## src/rtl/mips_pkg.sv

```systemverilog
// Shared MIPS front-end definitions: opcode constants, instruction field
// positions, control-bundle bit indices and a field-decode helper.
package mips_pkg;

    localparam int unsigned INSTR_W    = 32;
    localparam int unsigned OPCODE_W   = 6;
    localparam int unsigned REG_ADDR_W = 5;
    localparam int unsigned IMM_W      = 16;

    // Instruction field positions (LSB of each field)
    localparam int unsigned OPCODE_LSB = 26;
    localparam int unsigned RS_LSB     = 21;
    localparam int unsigned RT_LSB     = 16;
    localparam int unsigned RD_LSB     = 11;
    localparam int unsigned IMM_LSB    = 0;

    // Opcodes
    localparam logic [OPCODE_W-1:0] OP_RTYPE = 6'h00;
    localparam logic [OPCODE_W-1:0] OP_J     = 6'h02;
    localparam logic [OPCODE_W-1:0] OP_BEQ   = 6'h04;
    localparam logic [OPCODE_W-1:0] OP_ADDI  = 6'h08;
    localparam logic [OPCODE_W-1:0] OP_ORI   = 6'h0D;
    localparam logic [OPCODE_W-1:0] OP_LW    = 6'h23;
    localparam logic [OPCODE_W-1:0] OP_SW    = 6'h2B;

    // Control-bundle bit indices: M bits low, EX bits middle, WB bits high
    localparam int unsigned CTRL_MEMREAD  = 0;
    localparam int unsigned CTRL_MEMWRITE = 1;
    localparam int unsigned CTRL_BRANCH   = 2;
    localparam int unsigned CTRL_ALUSRC   = 3;
    localparam int unsigned CTRL_ALUOP0   = 4;
    localparam int unsigned CTRL_REGDST   = 5;
    localparam int unsigned CTRL_REGWRITE = 6;
    localparam int unsigned CTRL_MEMTOREG = 7;

    typedef struct packed {
        logic [OPCODE_W-1:0]   opcode;
        logic [REG_ADDR_W-1:0] rs;
        logic [REG_ADDR_W-1:0] rt;
        logic [REG_ADDR_W-1:0] rd;
        logic [IMM_W-1:0]      imm;
    } instr_fields_t;

    function automatic instr_fields_t decode_fields(input logic [INSTR_W-1:0] instr);
        instr_fields_t f;
        f.opcode = instr[OPCODE_LSB +: OPCODE_W];
        f.rs     = instr[RS_LSB +: REG_ADDR_W];
        f.rt     = instr[RT_LSB +: REG_ADDR_W];
        f.rd     = instr[RD_LSB +: REG_ADDR_W];
        f.imm    = instr[IMM_LSB +: IMM_W];
        return f;
    endfunction

endpackage

```

## src/rtl/mips_frontend_pipe_if.sv

```systemverilog
// Bus bundle of the MIPS front-end pipe: instruction memory, control unit,
// register file, redirect input and the ID/EX outputs.
// master: pipeline side; slave: surrounding datapath / memories.
interface mips_frontend_pipe_if
    import mips_pkg::*;
#(
    parameter int unsigned ADDR_W = 32,
    parameter int unsigned DATA_W = 32,
    parameter int unsigned CTRL_W = 8
);
    logic [ADDR_W-1:0]     imem_addr;
    logic [INSTR_W-1:0]    imem_rdata;
    logic [OPCODE_W-1:0]   id_opcode;
    logic [CTRL_W-1:0]     ctrl_in;
    logic [REG_ADDR_W-1:0] rf_rs_addr;
    logic [REG_ADDR_W-1:0] rf_rt_addr;
    logic [DATA_W-1:0]     rf_rs_data;
    logic [DATA_W-1:0]     rf_rt_data;
    logic                  redirect_valid;
    logic [ADDR_W-1:0]     redirect_pc;
    logic                  stall;
    logic                  ex_valid;
    logic [CTRL_W-1:0]     ex_ctrl;
    logic [ADDR_W-1:0]     ex_pc4;
    logic [DATA_W-1:0]     ex_rs_data;
    logic [DATA_W-1:0]     ex_rt_data;
    logic [DATA_W-1:0]     ex_imm;
    logic [REG_ADDR_W-1:0] ex_rs;
    logic [REG_ADDR_W-1:0] ex_rt;
    logic [REG_ADDR_W-1:0] ex_rd;
    logic [15:0]           stall_cnt;

    modport master (
        output imem_addr, id_opcode, rf_rs_addr, rf_rt_addr, stall,
               ex_valid, ex_ctrl, ex_pc4, ex_rs_data, ex_rt_data, ex_imm,
               ex_rs, ex_rt, ex_rd, stall_cnt,
        input  imem_rdata, ctrl_in, rf_rs_data, rf_rt_data,
               redirect_valid, redirect_pc
    );

    modport slave (
        input  imem_addr, id_opcode, rf_rs_addr, rf_rt_addr, stall,
               ex_valid, ex_ctrl, ex_pc4, ex_rs_data, ex_rt_data, ex_imm,
               ex_rs, ex_rt, ex_rd, stall_cnt,
        output imem_rdata, ctrl_in, rf_rs_data, rf_rt_data,
               redirect_valid, redirect_pc
    );
endinterface

```

## src/rtl/hazard_detect.sv

```systemverilog
// Combinational load-use hazard detector.
// Ports: id_valid/id_rs/id_rt (IF/ID), ex_valid/ex_memread/ex_rt (ID/EX),
//        redirect_valid (taken branch/jump), stall (hazard this cycle).
module hazard_detect
    import mips_pkg::*;
(
    input  logic                  id_valid,
    input  logic [REG_ADDR_W-1:0] id_rs,
    input  logic [REG_ADDR_W-1:0] id_rt,
    input  logic                  ex_valid,
    input  logic                  ex_memread,
    input  logic [REG_ADDR_W-1:0] ex_rt,
    input  logic                  redirect_valid,
    output logic                  stall
);
    logic reg_match;

    // r0 is hardwired zero, so a load into it never creates a dependency
    assign reg_match = (ex_rt != '0) && ((ex_rt == id_rs) || (ex_rt == id_rt));

    // A redirect flushes the dependent instruction, so it cancels the stall
    assign stall = id_valid && ex_valid && ex_memread && reg_match && !redirect_valid;
endmodule

```

## src/rtl/mips_frontend_pipe.sv

```systemverilog
// MIPS IF/ID/EX front end: PC register, IF/ID and ID/EX pipeline registers,
// immediate extension, load-use stall and stall cycle counter.
// Ports: clk, rst_n (async active-low), bus (mips_frontend_pipe_if.master):
//   imem_addr/imem_rdata fetch, id_opcode/ctrl_in control lookup,
//   rf_* register read, redirect_valid/redirect_pc, stall, ex_* ID/EX
//   register outputs, stall_cnt saturating stall counter.
module mips_frontend_pipe
    import mips_pkg::*;
#(
    parameter int unsigned       ADDR_W      = 32,
    parameter int unsigned       DATA_W      = 32,
    parameter int unsigned       CTRL_W      = 8,
    parameter int unsigned       MEMREAD_BIT = CTRL_MEMREAD,
    parameter logic [ADDR_W-1:0] PC_RESET    = '0,
    parameter bit                SIGN_EXT    = 1'b1
) (
    input  logic                 clk,
    input  logic                 rst_n,
    mips_frontend_pipe_if.master bus
);
    localparam logic [15:0] STALL_CNT_MAX = 16'hFFFF;

    logic [ADDR_W-1:0]     pc_q;
    logic [ADDR_W-1:0]     pc4_c;

    logic                  if_valid_q;
    logic [ADDR_W-1:0]     if_pc4_q;
    logic [INSTR_W-1:0]    if_instr_q;
    instr_fields_t         if_f_c;
    logic [DATA_W-1:0]     imm_ext_c;

    logic                  stall_c;

    logic                  ex_valid_q;
    logic [CTRL_W-1:0]     ex_ctrl_q;
    logic [ADDR_W-1:0]     ex_pc4_q;
    logic [DATA_W-1:0]     ex_rs_data_q;
    logic [DATA_W-1:0]     ex_rt_data_q;
    logic [DATA_W-1:0]     ex_imm_q;
    logic [REG_ADDR_W-1:0] ex_rs_q;
    logic [REG_ADDR_W-1:0] ex_rt_q;
    logic [REG_ADDR_W-1:0] ex_rd_q;
    logic [15:0]           stall_cnt_q;

    // Sequential PC increment, wraps naturally at ADDR_W bits
    assign pc4_c  = pc_q + ADDR_W'(4);
    assign if_f_c = decode_fields(if_instr_q);

    // Immediate widening: replicate bit 15 or zero-fill
    assign imm_ext_c = SIGN_EXT ? DATA_W'($signed(if_f_c.imm)) : DATA_W'(if_f_c.imm);

    hazard_detect u_hazard (
        .id_valid       (if_valid_q),
        .id_rs          (if_f_c.rs),
        .id_rt          (if_f_c.rt),
        .ex_valid       (ex_valid_q),
        .ex_memread     (ex_ctrl_q[MEMREAD_BIT]),
        .ex_rt          (ex_rt_q),
        .redirect_valid (bus.redirect_valid),
        .stall          (stall_c)
    );

    // PC: redirect > stall hold > sequential
    always_ff @(posedge clk or negedge rst_n) begin
        if (!rst_n) begin
            pc_q <= PC_RESET;
        end else if (bus.redirect_valid) begin
            pc_q <= bus.redirect_pc;
        end else if (!stall_c) begin
            pc_q <= pc4_c;
        end
    end

    // IF/ID: flushed on redirect, held on stall
    always_ff @(posedge clk or negedge rst_n) begin
        if (!rst_n) begin
            if_valid_q <= 1'b0;
            if_pc4_q   <= '0;
            if_instr_q <= '0;
        end else if (bus.redirect_valid) begin
            if_valid_q <= 1'b0;
            if_pc4_q   <= '0;
            if_instr_q <= '0;
        end else if (!stall_c) begin
            if_valid_q <= 1'b1;
            if_pc4_q   <= pc4_c;
            if_instr_q <= bus.imem_rdata;
        end
    end

    // ID/EX: bubble on redirect or stall, otherwise take decoded IF/ID
    always_ff @(posedge clk or negedge rst_n) begin
        if (!rst_n) begin
            ex_valid_q   <= 1'b0;
            ex_ctrl_q    <= '0;
            ex_pc4_q     <= '0;
            ex_rs_data_q <= '0;
            ex_rt_data_q <= '0;
            ex_imm_q     <= '0;
            ex_rs_q      <= '0;
            ex_rt_q      <= '0;
            ex_rd_q      <= '0;
        end else if (bus.redirect_valid || stall_c) begin
            ex_valid_q   <= 1'b0;
            ex_ctrl_q    <= '0;
            ex_pc4_q     <= '0;
            ex_rs_data_q <= '0;
            ex_rt_data_q <= '0;
            ex_imm_q     <= '0;
            ex_rs_q      <= '0;
            ex_rt_q      <= '0;
            ex_rd_q      <= '0;
        end else begin
            ex_valid_q   <= if_valid_q;
            ex_ctrl_q    <= if_valid_q ? bus.ctrl_in : '0;
            ex_pc4_q     <= if_pc4_q;
            ex_rs_data_q <= bus.rf_rs_data;
            ex_rt_data_q <= bus.rf_rt_data;
            ex_imm_q     <= imm_ext_c;
            ex_rs_q      <= if_f_c.rs;
            ex_rt_q      <= if_f_c.rt;
            ex_rd_q      <= if_f_c.rd;
        end
    end

    // Saturating stall-cycle counter
    always_ff @(posedge clk or negedge rst_n) begin
        if (!rst_n) begin
            stall_cnt_q <= '0;
        end else if (stall_c && (stall_cnt_q != STALL_CNT_MAX)) begin
            stall_cnt_q <= stall_cnt_q + 16'd1;
        end
    end

    assign bus.imem_addr  = pc_q;
    assign bus.id_opcode  = if_f_c.opcode;
    assign bus.rf_rs_addr = if_f_c.rs;
    assign bus.rf_rt_addr = if_f_c.rt;
    assign bus.stall      = stall_c;
    assign bus.ex_valid   = ex_valid_q;
    assign bus.ex_ctrl    = ex_ctrl_q;
    assign bus.ex_pc4     = ex_pc4_q;
    assign bus.ex_rs_data = ex_rs_data_q;
    assign bus.ex_rt_data = ex_rt_data_q;
    assign bus.ex_imm     = ex_imm_q;
    assign bus.ex_rs      = ex_rs_q;
    assign bus.ex_rt      = ex_rt_q;
    assign bus.ex_rd      = ex_rd_q;
    assign bus.stall_cnt  = stall_cnt_q;
endmodule
```

## src/flat_wrapper.sv

```systemverilog
// flat-port wrapper written by rule: the top's interface ports become plain ports
module mips_frontend_pipe_flat import mips_pkg::*;
#(
    parameter int unsigned       ADDR_W      = 32,
    parameter int unsigned       DATA_W      = 32,
    parameter int unsigned       CTRL_W      = 8,
    parameter int unsigned       MEMREAD_BIT = CTRL_MEMREAD,
    parameter logic [ADDR_W-1:0] PC_RESET    = '0,
    parameter bit                SIGN_EXT    = 1'b1
)
  (clk, rst_n, bus_imem_addr, bus_id_opcode, bus_rf_rs_addr, bus_rf_rt_addr, bus_stall, bus_ex_valid, bus_ex_ctrl, bus_ex_pc4, bus_ex_rs_data, bus_ex_rt_data, bus_ex_imm, bus_ex_rs, bus_ex_rt, bus_ex_rd, bus_stall_cnt, bus_imem_rdata, bus_ctrl_in, bus_rf_rs_data, bus_rf_rt_data, bus_redirect_valid, bus_redirect_pc);
  mips_frontend_pipe_if #(.ADDR_W(ADDR_W), .DATA_W(DATA_W), .CTRL_W(CTRL_W)) bus_i ();
  input  logic clk;
  input  logic rst_n;
  output wire logic [$bits(bus_i.imem_addr)-1:0] bus_imem_addr;
  output wire logic [$bits(bus_i.id_opcode)-1:0] bus_id_opcode;
  output wire logic [$bits(bus_i.rf_rs_addr)-1:0] bus_rf_rs_addr;
  output wire logic [$bits(bus_i.rf_rt_addr)-1:0] bus_rf_rt_addr;
  output wire logic [$bits(bus_i.stall)-1:0] bus_stall;
  output wire logic [$bits(bus_i.ex_valid)-1:0] bus_ex_valid;
  output wire logic [$bits(bus_i.ex_ctrl)-1:0] bus_ex_ctrl;
  output wire logic [$bits(bus_i.ex_pc4)-1:0] bus_ex_pc4;
  output wire logic [$bits(bus_i.ex_rs_data)-1:0] bus_ex_rs_data;
  output wire logic [$bits(bus_i.ex_rt_data)-1:0] bus_ex_rt_data;
  output wire logic [$bits(bus_i.ex_imm)-1:0] bus_ex_imm;
  output wire logic [$bits(bus_i.ex_rs)-1:0] bus_ex_rs;
  output wire logic [$bits(bus_i.ex_rt)-1:0] bus_ex_rt;
  output wire logic [$bits(bus_i.ex_rd)-1:0] bus_ex_rd;
  output wire logic [$bits(bus_i.stall_cnt)-1:0] bus_stall_cnt;
  input wire logic [$bits(bus_i.imem_rdata)-1:0] bus_imem_rdata;
  input wire logic [$bits(bus_i.ctrl_in)-1:0] bus_ctrl_in;
  input wire logic [$bits(bus_i.rf_rs_data)-1:0] bus_rf_rs_data;
  input wire logic [$bits(bus_i.rf_rt_data)-1:0] bus_rf_rt_data;
  input wire logic [$bits(bus_i.redirect_valid)-1:0] bus_redirect_valid;
  input wire logic [$bits(bus_i.redirect_pc)-1:0] bus_redirect_pc;
  assign bus_imem_addr = bus_i.imem_addr;
  assign bus_id_opcode = bus_i.id_opcode;
  assign bus_rf_rs_addr = bus_i.rf_rs_addr;
  assign bus_rf_rt_addr = bus_i.rf_rt_addr;
  assign bus_stall = bus_i.stall;
  assign bus_ex_valid = bus_i.ex_valid;
  assign bus_ex_ctrl = bus_i.ex_ctrl;
  assign bus_ex_pc4 = bus_i.ex_pc4;
  assign bus_ex_rs_data = bus_i.ex_rs_data;
  assign bus_ex_rt_data = bus_i.ex_rt_data;
  assign bus_ex_imm = bus_i.ex_imm;
  assign bus_ex_rs = bus_i.ex_rs;
  assign bus_ex_rt = bus_i.ex_rt;
  assign bus_ex_rd = bus_i.ex_rd;
  assign bus_stall_cnt = bus_i.stall_cnt;
  assign bus_i.imem_rdata = bus_imem_rdata;
  assign bus_i.ctrl_in = bus_ctrl_in;
  assign bus_i.rf_rs_data = bus_rf_rs_data;
  assign bus_i.rf_rt_data = bus_rf_rt_data;
  assign bus_i.redirect_valid = bus_redirect_valid;
  assign bus_i.redirect_pc = bus_redirect_pc;
  mips_frontend_pipe #(.ADDR_W(ADDR_W), .DATA_W(DATA_W), .CTRL_W(CTRL_W), .MEMREAD_BIT(MEMREAD_BIT), .PC_RESET(PC_RESET), .SIGN_EXT(SIGN_EXT)) u_core (.clk(clk), .rst_n(rst_n), .bus(bus_i));
endmodule
```

## config.mk

```make
export PLATFORM = sky130hd
export DESIGN_NAME = mips_frontend_pipe_flat
export DESIGN_NICKNAME = d
export VERILOG_FILES = /design/src/rtl/mips_pkg.sv /design/src/rtl/mips_frontend_pipe_if.sv /design/src/rtl/hazard_detect.sv /design/src/rtl/mips_frontend_pipe.sv /design/src/flat_wrapper.sv
export SDC_FILE = /design/constraint.sdc
export NUM_CORES = 1
export LEC_CHECK = 0
export CORE_MARGIN = 8
export CORE_UTILIZATION = 26
export DETAILED_ROUTE_END_ITERATION = 7
export PLACE_DENSITY_LB_ADDON = 0.08
export SLEW_MARGIN = 30
export SYNTH_ARGS = -nofsm -noshare
export SYNTH_HDL_FRONTEND = slang
export SYNTH_SLANG_ARGS = --single-unit
export TNS_END_PERCENT = 20
```

## constraint.sdc

```tcl
create_clock -name clk -period 2 [get_ports clk]
set_input_delay 0.5 -clock clk [delete_from_list [all_inputs] [get_ports clk]]
set_output_delay 0.5 -clock clk [all_outputs]
set_load 0.01 [all_outputs]
```

Word-level counts from Yosys, hierarchy flattened
Index checks and enable logic that the tools add are counted.

cells by class
  $add $sub $neg = 2
  eq/ne operators = 4
  mux-type cells = 17
  reductions and logical operators = 10

operators by type and width
  operator               count
  $mux 32                9
  $add 32x3->32 const B  1
  $add 16x1->16 const B  1
  $mux 8                 2
  $ne 16x16->1 const B   1
  $mux 5                 3
  $eq 5x5->1             2
  $logic_and 1x1->1      6
  $reduce_bool 5->1      1
  $mux 1                 3
  $logic_or 1x1->1       2
  $ne 2x2->1 const B     1
  $logic_not 1->1        1

storage, ports and cells
  register bits = 265
  bits of input ports = 139
  output and inout port bits = 217
  word-level logic and storage cells = 47

Depth between registers and ports, before layout
  depth after elaboration = 7
  gate-level depth with buffers = 8
  mapped depth without buffers = 7

Hierarchy
From an unflattened synthesis, not the netlist that was laid out.

second synthesis, totals
  cells, all modules = 908
  area, all modules = 10198.5 µm²

modules (own cells, without submodules)
  module              instances  cells an instance  area each (µm²)  seq. area each (µm²)
  mips_frontend_pipe  1          890                10058.4          6105.9
  hazard_detect       1          18                 140.1            0.0

Worst setup path after synthesis
Ideal clock, no wire load.

  path type = reg2out
  start = register u_core.ex_rt_q[4] (netlist: u_core.bus.ex_rt[4])
  end = output bus_stall
  arrival = 1646 ps
  data required time = 1500 ps
  slack = -146 ps
  cell stages (with the launch flop) = 8
  path buffers = 2
  cell sequence = dfrtp_1 -> xnor2_1 -> nand3_1 -> o22ai_2 -> nand2_2 -> clkbuf_1 -> clkbuf_1 -> nor2_1

between the ends
  word-level cells in the longest chain between the ends = 5
  elaborated cells on any way between the ends = 7
  those cells by class = 2 x eq/ne; 5 x reduce/logical

RTL lines
  what                              line                       RTL
  start: declaration                mips_frontend_pipe.sv:41   logic [REG_ADDR_W-1:0] ex_rt_q;
  start signal: assignment          mips_frontend_pipe.sv:121  ex_rt_q <= if_f_c.rt;
  $eq 5x5->1                        hazard_detect.sv:19        assign reg_match = (ex_rt != '0) && ((ex_rt == id_rs) || (ex_rt == id_rt));
  $logic_or 1x1->1                  hazard_detect.sv:19
  $logic_and 1x1->1 *               hazard_detect.sv:19
  $logic_and 1x1->1 * (2 in a row)  hazard_detect.sv:22        assign stall = id_valid && ex_valid && ex_memread && reg_match && !redirect_valid;
  end: declaration                  flat_wrapper.sv:19         output wire logic [$bits(bus_i.stall)-1:0] bus_stall;

Mark *: on every way between the ends. The rest lies on a longest branch, timed or not.

Final worst setup path
  start = register u_core.ex_rt_q[3] (netlist: u_core.bus.ex_rt[3])
  end = output bus_stall

Same word-level chain as after synthesis.

==> flow_metrics.py <==
metrics = {
    "critical_path": {
        "path_class": "reg2out",
        "cp_slowest_cell": "dfrtp_2",
        "path_buf_inv": 1,
        "cp_cell_sequence": "xnor2_2 > nand2_1 > o22ai_4 > nand2_8 > nor2_4 > buf_6",
        "slowest_delay_ns": 0.45,
        "path_max_fanout": 4,
        "cp.arrival_ns": 1.82,
        "path_delay_family": "flip-flops",
        "crit_path_start_kind": "flop",
        "cp.required_ns": 1.50,
        "cp-end-kind": "output pin",
    },
    "grt": {
        "grt_max_degree": 125,
        "grt_pass1_vias": 8314,
        "grt.overflow.total": 0,
        "antenna_found_initial": 1,
        "track_usage": 0.145,
        "grt_first_pass_wirelength_microns": 51900,
    },
    "sta": {
        "grt_setup_unrepaired": "yes",
        "final_hold_viol_count": 0,
        "slew_headroom": 0.569,
        "whs_ns": 0.395,
        "setup_violations": 60,
        "worst_pin_slew_ns": 0.647,
        "slew_viol_final": 0,
        "fmax_mhz": 430,
        "finalCritPeriodShare": 1.16,
        "finalWorstSetupSlack_ns": -0.325,
        "skew_ns": 0.00464,
        "period_needed_ns": 2.32,
    },
    "finish": {
        "drive_gt1_frac": 0.140,
        "nets": 1421,
        "mostFrequentLayoutCells": "clkdlybuf4s50_1, dfrtp_1, and3_1",
        "fillerInstances": 3830,
        "utilization": 0.408,
        "fin_cells": 1821,
        "layout_commonest_cell": "clkdlybuf4s50_1",
        "postLayoutCellArea_sq_um": 15800,
        "syn2layout_area_growth_pct": 54.9,
        "antenna-diode-count": 0,
    },
    "power_and_ir_drop": {
        "pwr-share-comb": 0.139,
        "p_clk_frac": 0.433,
        "leakagePower_nw": 7.66,
        "p_total_w": 0.0126,
        "power_density_nw_per_um2": 799,
        "internal-power_w": 0.00951,
        "peakVddDrop_mv": 0.520,
        "pwr-share-seq": 0.428,
        "swShare": 0.245,
        "switching_power_w": 0.00309,
    },
    "routing": {
        "vias": 8047,
        "wirelength_microns": 36300,
        "post-route-drc-count": 0,
        "viasPerCell": 4.42,
        "wl_per_cell_microns": 20.0,
        "drt-pass1-iter-count": 4,
        "ant_nets": 0,
        "drtIter0Drc": 328,
    },
    "hold_path": {
        "holdCritPathClass": "in2reg",
    },
    "synthesis": {
        "synth_nets": 1067,
        "yosysTopAreaCellShare": 0.600,
        "synth_cell_types": 41,
        "syn_area_per_cell_sq_um": 11.0,
        "yosys.area.top_type": "dfrtp_1",
        "netlist_area_sq_um": 10200,
        "synthArstFlopShare": 1.00,
        "ys_seq_elements": 244,
        "ys.flop_type": "dfrtp_1",
        "synth_seq_area_share": 0.600,
        "syn_inst": 926,
        "synth-edff-count": 0,
        "synth.area.top_cells": "dfrtp_1, and3_1, xnor2_1",
        "yosys_warnings": 0,
    },
    "floorplanning": {
        "pin_count": 356,
        "rows": 72,
        "dieArea_sq_um": 45800,
        "initial_core_util": 0.263,
        "die_h_microns": 214,
        "core_region_area_sq_um": 38600,
        "die_w_microns": 214,
    },
    "cts": {
        "clockBufferDepth": 3,
        "clkSlewWorstSetupHoldPaths_ns": 0.06,
        "numCtsBuffers": 29,
        "clockRootBuffer": "clkbuf_16",
        "clock_latency_ns": 0.55,
        "h-tree-depth": 1,
        "cts_tree": "built",
        "clock-sinks": 244,
    },
    "place": {
        "dp_hpwl_microns": 24200,
        "placed_cells": 1751,
        "place.gp.congestion": 0.759,
        "place_area_sq_um": 14400,
        "io_buffers": 355,
    },
    "status": {
        "status": "complete, but fails checks",
        "failed_checks": "setup timing",
    },
    "run": {
        "max_cap_viol_count": 0,
    },
}
==> timing repair <==
item / 4_1_cts / 5_1_grt
buffers inserted: 2 / 4
resized for setup: 115 / 54
pin swaps: 5 / 9
endpoints found under the setup margin: 200 / 201
gates cloned: 0 / 9
hold buffers: 1 / 0
hold endpoints to repair: 32 / 0
==> power groups by stage <==
stage | sequential [W] | clock [W] | combinational (W)
after floorplan | 0.00556 | 0 | 0.000555
after global placement | 0.00547 | 0 | 0.00177
after detailed placement | 0.00547 | 0 | 0.00177
after CTS | 0.00538 | 0.00566 | 0.00171
after global routing | 0.00542 | 0.00581 | 0.00191
final | 0.00538 | 0.00546 | 0.00175
==> final cells by class <==
cell class,count,area [sq um],area share
timing repair buffer,432,4360,0.276
inverter,1,5.00,0.000317
multi-input combinational,572,3650,0.232
clock buffer,45,866,0.0549
clock inverter,9,128,0.00809
tap,518,648,0.0411
sequential,244,6120,0.388
==> worst min-delay path, delay by kind of cell <==
family	cells	cell delay, ns
and+or+nand+nor	2	0.19
xor gates and xnor gates	1	0.06
buffers and inverters	1	0.15
==> cells by family (layout without fill, tap and decap cells) <==
kind of cell	Yosys count	after routing	share of synthesized area
adder cells (fa/ha/maj)	2	2	0.00246
multiplexers	3	3	0.00332
buffers and inverters	111	487	0.0609
flip-flops	244	244	0.600
AO/OA/AOI/OAI	124	124	0.0753
AND/OR/NAND/NOR	360	361	0.188
XOR/XNOR	82	82	0.0705
==> path summary, 6_finish.rpt <==
kind,end,slack [ns],start,depth (start not counted)
worst max-delay path,bus_stall,-0.32,u_core.bus.ex_rt[3],6
worst min register to register,u_core.bus.stall_cnt[11],0.49,u_core.bus.stall_cnt[11],1
max in group asynchronous,u_core.bus.ex_imm[30],0.95,rst_n,3
worst max register to register,u_core.bus.stall_cnt[1],-0.12,u_core.bus.ex_rt[3],8
worst min-delay path,u_core.bus.stall_cnt[2],0.40,bus_redirect_valid,4
min in group asynchronous,u_core.bus.ex_pc4[10],0.45,rst_n,2
==> state kept, by name (all words and copies together) (netlist names) <==
register,cells
u_core.bus.ex_rt_data,32
u_core.bus.stall_cnt,16
u_core.bus.ex_rs_data,32
u_core.bus.ex_rs,5
u_core.if_instr_q,32
u_core.bus.ex_rt,5
u_core.bus.ex_pc4,32
u_core.bus.ex_ctrl,8
u_core.if_pc4_q,32
u_core.bus.ex_valid,1
u_core.bus.imem_addr,32
u_core.if_valid_q,1
u_core.bus.ex_imm,16
==> routing by layer <==
metal,up-vias,wire length (microns),track usage
met5,-,12,0
met2,232,16700,0.227
met1,3945,16200,0.196
met4,2,553,0.0357
li1,3831,-,-
met3,37,2830,0.0399
==> cells in the mapped netlist, types with 3 or more instances <==
| library cell | number |
|---|---|
| nor3_1 | 8 |
| a211oi_1 | 27 |
| nand3_1 | 24 |
| and3_1 | 133 |
| a21boi_0 | 4 |
| buf_6 | 4 |
| o21ai_0 | 14 |
| xnor2_1 | 56 |
| mux2_2 | 3 |
| dfrtp_1 | 244 |
| and4_1 | 4 |
| a211oi_2 | 7 |
| buf_2 | 3 |
| a21oi_1 | 53 |
| nand2_1 | 115 |
| nor2_1 | 39 |
| buf_4 | 42 |
| clkbuf_1 | 57 |
| nand4_1 | 12 |
| nor4_1 | 4 |
| xor2_1 | 26 |
| o21ai_1 | 15 |
| and2_1 | 9 |
==> stage by stage <==
stage / setup slack, ns / TNS, ns
floorplan: 0.00162 / 0
global placement: -0.232 / -3.41
detailed placement: -0.199 / -3.81
CTS: -0.387 / -4.58
global route: -0.458 / -18.03
finish: -0.325 / -1.20
(Power assumes the default switching activity.)
==> patch 1: new RTL, config.mk and constraints unchanged <==
`SIGN_EXT` is set to 1'b1 in 2 places; all go to 1'b0.
--- a/src/rtl/mips_frontend_pipe.sv
+++ b/src/rtl/mips_frontend_pipe.sv
@@ -13,5 +13,5 @@
     parameter int unsigned       MEMREAD_BIT = CTRL_MEMREAD,
     parameter logic [ADDR_W-1:0] PC_RESET    = '0,
-    parameter bit                SIGN_EXT    = 1'b1
+    parameter bit                SIGN_EXT    = 1'b0
 ) (
     input  logic                 clk,
--- a/src/flat_wrapper.sv
+++ b/src/flat_wrapper.sv
@@ -7,5 +7,5 @@
     parameter int unsigned       MEMREAD_BIT = CTRL_MEMREAD,
     parameter logic [ADDR_W-1:0] PC_RESET    = '0,
-    parameter bit                SIGN_EXT    = 1'b1
+    parameter bit                SIGN_EXT    = 1'b0
 )
   (clk, rst_n, bus_imem_addr, bus_id_opcode, bus_rf_rs_addr, bus_rf_rt_addr, bus_stall, bus_ex_valid, bus_ex_ctrl, bus_ex_pc4, bus_ex_rs_data, bus_ex_rt_data, bus_ex_imm, bus_ex_rs, bus_ex_rt, bus_ex_rd, bus_stall_cnt, bus_imem_rdata, bus_ctrl_in, bus_rf_rs_data, bus_rf_rt_data, bus_redirect_valid, bus_redirect_pc);
Behaviour: not the same (a bounded check fails within 4 cycles, from zero or initial values and one cycle with rst_n low).
==> patch 1 against the original RTL <==
Count of clock-buffer cells in the layout grew 5; design area rose by 7.4%; first-iteration DRC count down 9.8%; the run still ends with setup timing left; worst setup slack got worse by 0.19 ns; cell count up 1.8%; synthesized area shrank 0.20%; register-to-register slack worse by 0.31 ns; sequential cell count stayed put; wire length increased by 5.3%; power grew 0.15%.
==> patch 1: results (changes against the original RTL) <==
| Metric | Value |
|---|---|
| Status | finished, violations left (unchanged) |
| Violated checks | setup timing (unchanged) |
| Worst vdd ir | 0.0005299 V (was 0.0005203 V) |
| CTS Buf Count | 30 (was 29) |
| Clock skew | 0.01717 ns (was 0.004643 ns) |
| Placed Area | 0.01444 mm2 (was 0.01439 mm2) |
| Final number of setup-violating endpoints | 242 (was 60) |
| Worst Slack Setup Final | -0.5101 ns (was -0.3248 ns) |
| Via density | 4.385 (was 4.419) |
| GP Congestion | 0.7897 (was 0.7593) |
| Routed len/inst | 20.64 um (was 19.95 um) |
| Top post-synthesis cells by area | dfrtp_1, and3_1, xor2_1 (was dfrtp_1, and3_1, xnor2_1) |
| Vias in the first global route | 8402 (was 8314) |
| Worst EP arrival | 2.01 ns (was 1.82 ns) |
| Met3 usage | 0.04312 (was 0.03990) |
| Commonest cells in the netlist | dfrtp_1, and3_1, nand2_1, xor2_1, buf_4 (was dfrtp_1, and3_1, nand2_1, clkbuf_1, xnor2_1) |
| Pin count of the biggest net entering global routing | 92 (was 125) |
| Share of layout cells above drive strength 1 | 0.2479 (was 0.1404) |
| Met1 Usage GRT | 0.1995 (was 0.1959) |
| Detail Placement HPWL | 24550 um (was 24200 um) |
| Total GRT Usage | 0.1495 (was 0.1446) |
| Antenna violations before repair | 0 (was 1) |
| Worst-path fanout max | 2 (was 4) |
| # port buffers | 339 (was 355) |
| Sequential element share of the synthesized area | 0.6008 (was 0.5997) |
| WL met2 | 18480 um (was 16710 um) |
| GR Util met2 | 0.2386 (was 0.2267) |
[patch 1: cell count changes in the layout (fill, tap and decap cells not counted), sizes merged, moves of 14 or more]
cell,unedited run,this run
dlygate4sd2,96,7
dlymetal6s2s,12,101
buf,73,108
xnor2,56,29
xor2,26,49
a21oi,54,36
conb,0,16
clkdlybuf4s50,242,228
o21ai,29,43
[patch 1: worst max-delay path, cell delays in order (launching register included)]
cell and delay, ns:
dfrtp_1 0.37, or4_4 0.55, o2111ai_4 0.20, or2_4 0.17, nor2_4 0.03, buf_6 0.12
[patch 1: power breakdown]
part	internal, mW	switching [mW]
combinational	0.978	0.811
sequential	5.22	0.167
clock	3.27	2.17
total	9.46	3.15
[patch 1: final timing paths]
kind / start / cells after the start / end / slack, ns
max in group asynchronous: rst_n / 3 / u_core.bus.imem_addr[12]$_DFFE_PN0P_ / 0.87
min in group clk: bus_redirect_valid / 4 / u_core.bus.stall_cnt[10]$_DFFE_PN0P_ / 0.46
worst max register to register: u_core.bus.ex_rt[4]$_DFF_PN0_ / 12 / u_core.bus.ex_rt_data[21]$_DFF_PN0_ / -0.43
worst min-delay path: rst_n / 2 / u_core.bus.ex_rs_data[12]$_DFF_PN0_ / 0.42
worst min register to register: u_core.bus.stall_cnt[3]$_DFFE_PN0P_ / 1 / u_core.bus.stall_cnt[3]$_DFFE_PN0P_ / 0.49
worst max-delay path: u_core.bus.ex_rt[3]$_DFF_PN0_ / 5 / bus_stall / -0.51
[patch 1: kinds of logic (layout without fill, tap and decap cells)]
logic type,after synthesis,in the layout,synth area share
flops,244,244,0.6008
other cells,1,16,0.0003690
buf+inv,111,517,0.06329
fa+ha+maj,2,2,0.002462
xor+xnor,78,78,0.06722
mux,4,4,0.004432
simple gates,347,347,0.1766
compound gates,127,127,0.08483
[patch 1: timing repair]
action	in CTS	in global routing
hold endpoints to repair	30	0
buffers inserted	1	12
endpoints found under the setup margin	335	339
pin swaps	3	25
gates cloned	1	18
gates resized for setup	16	269
hold buffers	1	0
[patch 1: area by class of cell]
type	instances	area, um2
Inverter	5	20.02
Tap cell	518	648.1
Fill cell	3669	21710
Multi-Input combinational cell	574	4103
Clock buffer	50	967.2
Sequential cell	244	6112
Clock inverter	6	35.03
Timing Repair Buffer	456	5047
[patch 1: stage by stage]
stage	worst slack (ns)	std cells	utilization	hold WS, ns
after floorplan	-0.2946	929	-	0.2044
after global placement	-0.3337	1766	0.3735	0.4095
after detailed placement	-0.3544	1766	0.3735	0.4086
after CTS	-0.5416	1824	0.4010	0.4087
after global routing	-0.5959	1853	0.4381	0.4254
final	-0.5101	1853	0.4381	0.4186
==> patch 2: new RTL, config.mk and constraints unchanged <==
Without the edit above. Make the reset (`rst_n`) synchronous in 4 clocked blocks. Comments in the files are not updated.
--- a/src/rtl/mips_frontend_pipe.sv
+++ b/src/rtl/mips_frontend_pipe.sv
@@ -62,5 +62,5 @@
 
     // PC: redirect > stall hold > sequential
-    always_ff @(posedge clk or negedge rst_n) begin
+    always_ff @(posedge clk) begin
         if (!rst_n) begin
             pc_q <= PC_RESET;
@@ -73,5 +73,5 @@
 
     // IF/ID: flushed on redirect, held on stall
-    always_ff @(posedge clk or negedge rst_n) begin
+    always_ff @(posedge clk) begin
         if (!rst_n) begin
             if_valid_q <= 1'b0;
@@ -90,5 +90,5 @@
 
     // ID/EX: bubble on redirect or stall, otherwise take decoded IF/ID
-    always_ff @(posedge clk or negedge rst_n) begin
+    always_ff @(posedge clk) begin
         if (!rst_n) begin
             ex_valid_q   <= 1'b0;
@@ -125,5 +125,5 @@
 
     // Saturating stall-cycle counter
-    always_ff @(posedge clk or negedge rst_n) begin
+    always_ff @(posedge clk) begin
         if (!rst_n) begin
             stall_cnt_q <= '0;
Function: differs if rst_n is asserted again (counterexample within 4 cycles, from zero or initial values and one cycle with rst_n low); with rst_n held inactive, the same outputs for 4 cycles.
==> patch 2 against the original RTL <==
The flow still finishes with violations (setup timing); largest cell class is now buffers; design area rose by 4.4%; sequential power fell by 5.2%; wire length rose by 13%; highest routed layer unchanged; worst setup slack got worse by 0.12 ns; cell count rose by 8.6%; die area fell by 3.7%; maximum frequency fell by 5.1%; count of clock-buffer cells in the layout rose by 4; power fell by 0.62%; sequential cell count did not move; critical path type unchanged; synthesized area fell by 4.0%.
==> patch 2: results (changes against the original RTL) <==
| Metric | Value |
|---|---|
| Vias in the first global route | 9292 (was 8314) |
| Post-synthesis cell type count | 58 (was 41) |
| Worst EP arrival | 1.95 ns (was 1.82 ns) |
| Mux share of post-synthesis cell area | 0.007170 (was 0.003318) |
| M1 wire length | 18150 um (was 16230 um) |
| Inst Count DP | 1886 (was 1751) |
| Xor/xnor share of the synthesized area | 0.03316 (was 0.07053) |
| Placed Area | 0.01448 mm2 (was 0.01439 mm2) |
| Nonclk inv count | 8 (was 1) |
| Fill count | 3671 (was 3830) |
| Worst Slack Setup Final | -0.4486 ns (was -0.3248 ns) |
| R2r worst-path depth | 9 (was 8) |
| Buffer share of cell area | 0.3185 (was 0.2762) |
| WL met2 | 19300 um (was 16710 um) |
| Setup tns final | -20.35 ns (was -1.200 ns) |
| Hold Crit Class | reg -> reg (was in -> reg) |
| Top post-synthesis cells by area | dfxtp_1, and2_1, nand3_1 (was dfrtp_1, and3_1, xnor2_1) |
| Total GRT Usage | 0.1713 (was 0.1446) |
| Comb power | 1.59 mW (was 1.75 mW) |
| Post-synth net total | 1198 (was 1067) |
| Die area | 0.04404 mm2 (was 0.04575 mm2) |
| GP Congestion | 0.8160 (was 0.7593) |
| CP peak stage delay | 0.56 ns (was 0.45 ns) |
| Final-layout clock buffer total | 49 (was 45) |
| Synthesized instance count | 1057 (was 926) |
| Met3 WL post-DR | 2772 um (was 2825 um) |
| Hold Path Stages | 1 (was 4) |
| Final number of setup-violating endpoints | 216 (was 60) |
| Met3 usage | 0.04684 (was 0.03990) |
| Detailed Routing Iterations Pass 1 | 5 (was 4) |
| CP delay by family, top | simple AND/OR/NAND/NOR gates (was flip-flops) |
| Detailed-route via count | 9442 (was 8047) |
| Rel. slew slack | 0.6290 (was 0.5686) |
| Commonest cells in the netlist | dfxtp_1, and2_1, nand3_1, clkbuf_1, o21ai_0 (was dfrtp_1, and3_1, nand2_1, clkbuf_1, xnor2_1) |
| Number of DRC markers in iteration 0 | 526 (was 328) |
| Net Sw Power | 2.995 mW (was 3.087 mW) |
| Final Util | 0.4412 (was 0.4081) |
| Leakage power | 6.701 nW (was 7.658 nW) |
| Worst slack, placed | -0.4331 ns (was -0.1990 ns) |
| Share of layout cells above drive strength 1 | 0.2150 (was 0.1404) |
| Clock skew | 0.01329 ns (was 0.004643 ns) |
| Clk. pwr | 5.83 mW (was 5.46 mW) |
| Non-clock buffer count | 519 (was 432) |
| Met1 Usage GRT | 0.2227 (was 0.1959) |
| Detail Placement HPWL | 28090 um (was 24200 um) |
| Worst vdd ir | 0.0005084 V (was 0.0005203 V) |
| Status | finished, violations left (unchanged) |
| Async SR Flop Fraction | 0 (was 1.000) |
| Pin count of the biggest net entering global routing | 52 (was 125) |
| Clk cell area share | 0.06559 (was 0.06299) |
| Wire length of the first global-routing pass | 59360 um (was 51850 um) |
| Sequential element share of the synthesized area | 0.4999 (was 0.5997) |
| Critical path's slowest cell | or4_4 (was dfrtp_2) |
| Compound-Gate Fraction of Synth Area | 0.1489 (was 0.07533) |
| Pwr Density | 760.2 mW/mm2 (was 798.5 mW/mm2) |
| Violated checks | setup timing (unchanged) |
## patch 2: cell types whose count changed after synthesis, sizes merged, moves of 32 or more
cell	change
and2	+114
and3	-113
dfrtp	-244
dfxtp	+244
nand2	-80
nand3	+62
o21ai	+32
xnor2	-32
## patch 2: path summary, 6_finish.rpt
path	from	end	slack, ns
max	u_core.bus.ex_rt[4]$_SDFF_PP0_	bus_stall	-0.45
min	u_core.if_instr_q[8]$_SDFFE_PP0N_	u_core.bus.ex_imm[8]$_SDFF_PP0_	0.45
max reg2reg	u_core.bus.ex_rt[4]$_SDFF_PP0_	u_core.if_pc4_q[28]$_SDFFE_PP0N_	-0.19
min reg2reg	u_core.if_instr_q[8]$_SDFFE_PP0N_	u_core.bus.ex_imm[8]$_SDFF_PP0_	0.45
## patch 2: repair_timing
action | CTS | global route
setup buffers | 7 | 15
endpoints found under the setup margin | 318 | 245
gates cloned | 3 | 11
resized for setup | 141 | 79
pin swaps | 14 | 50
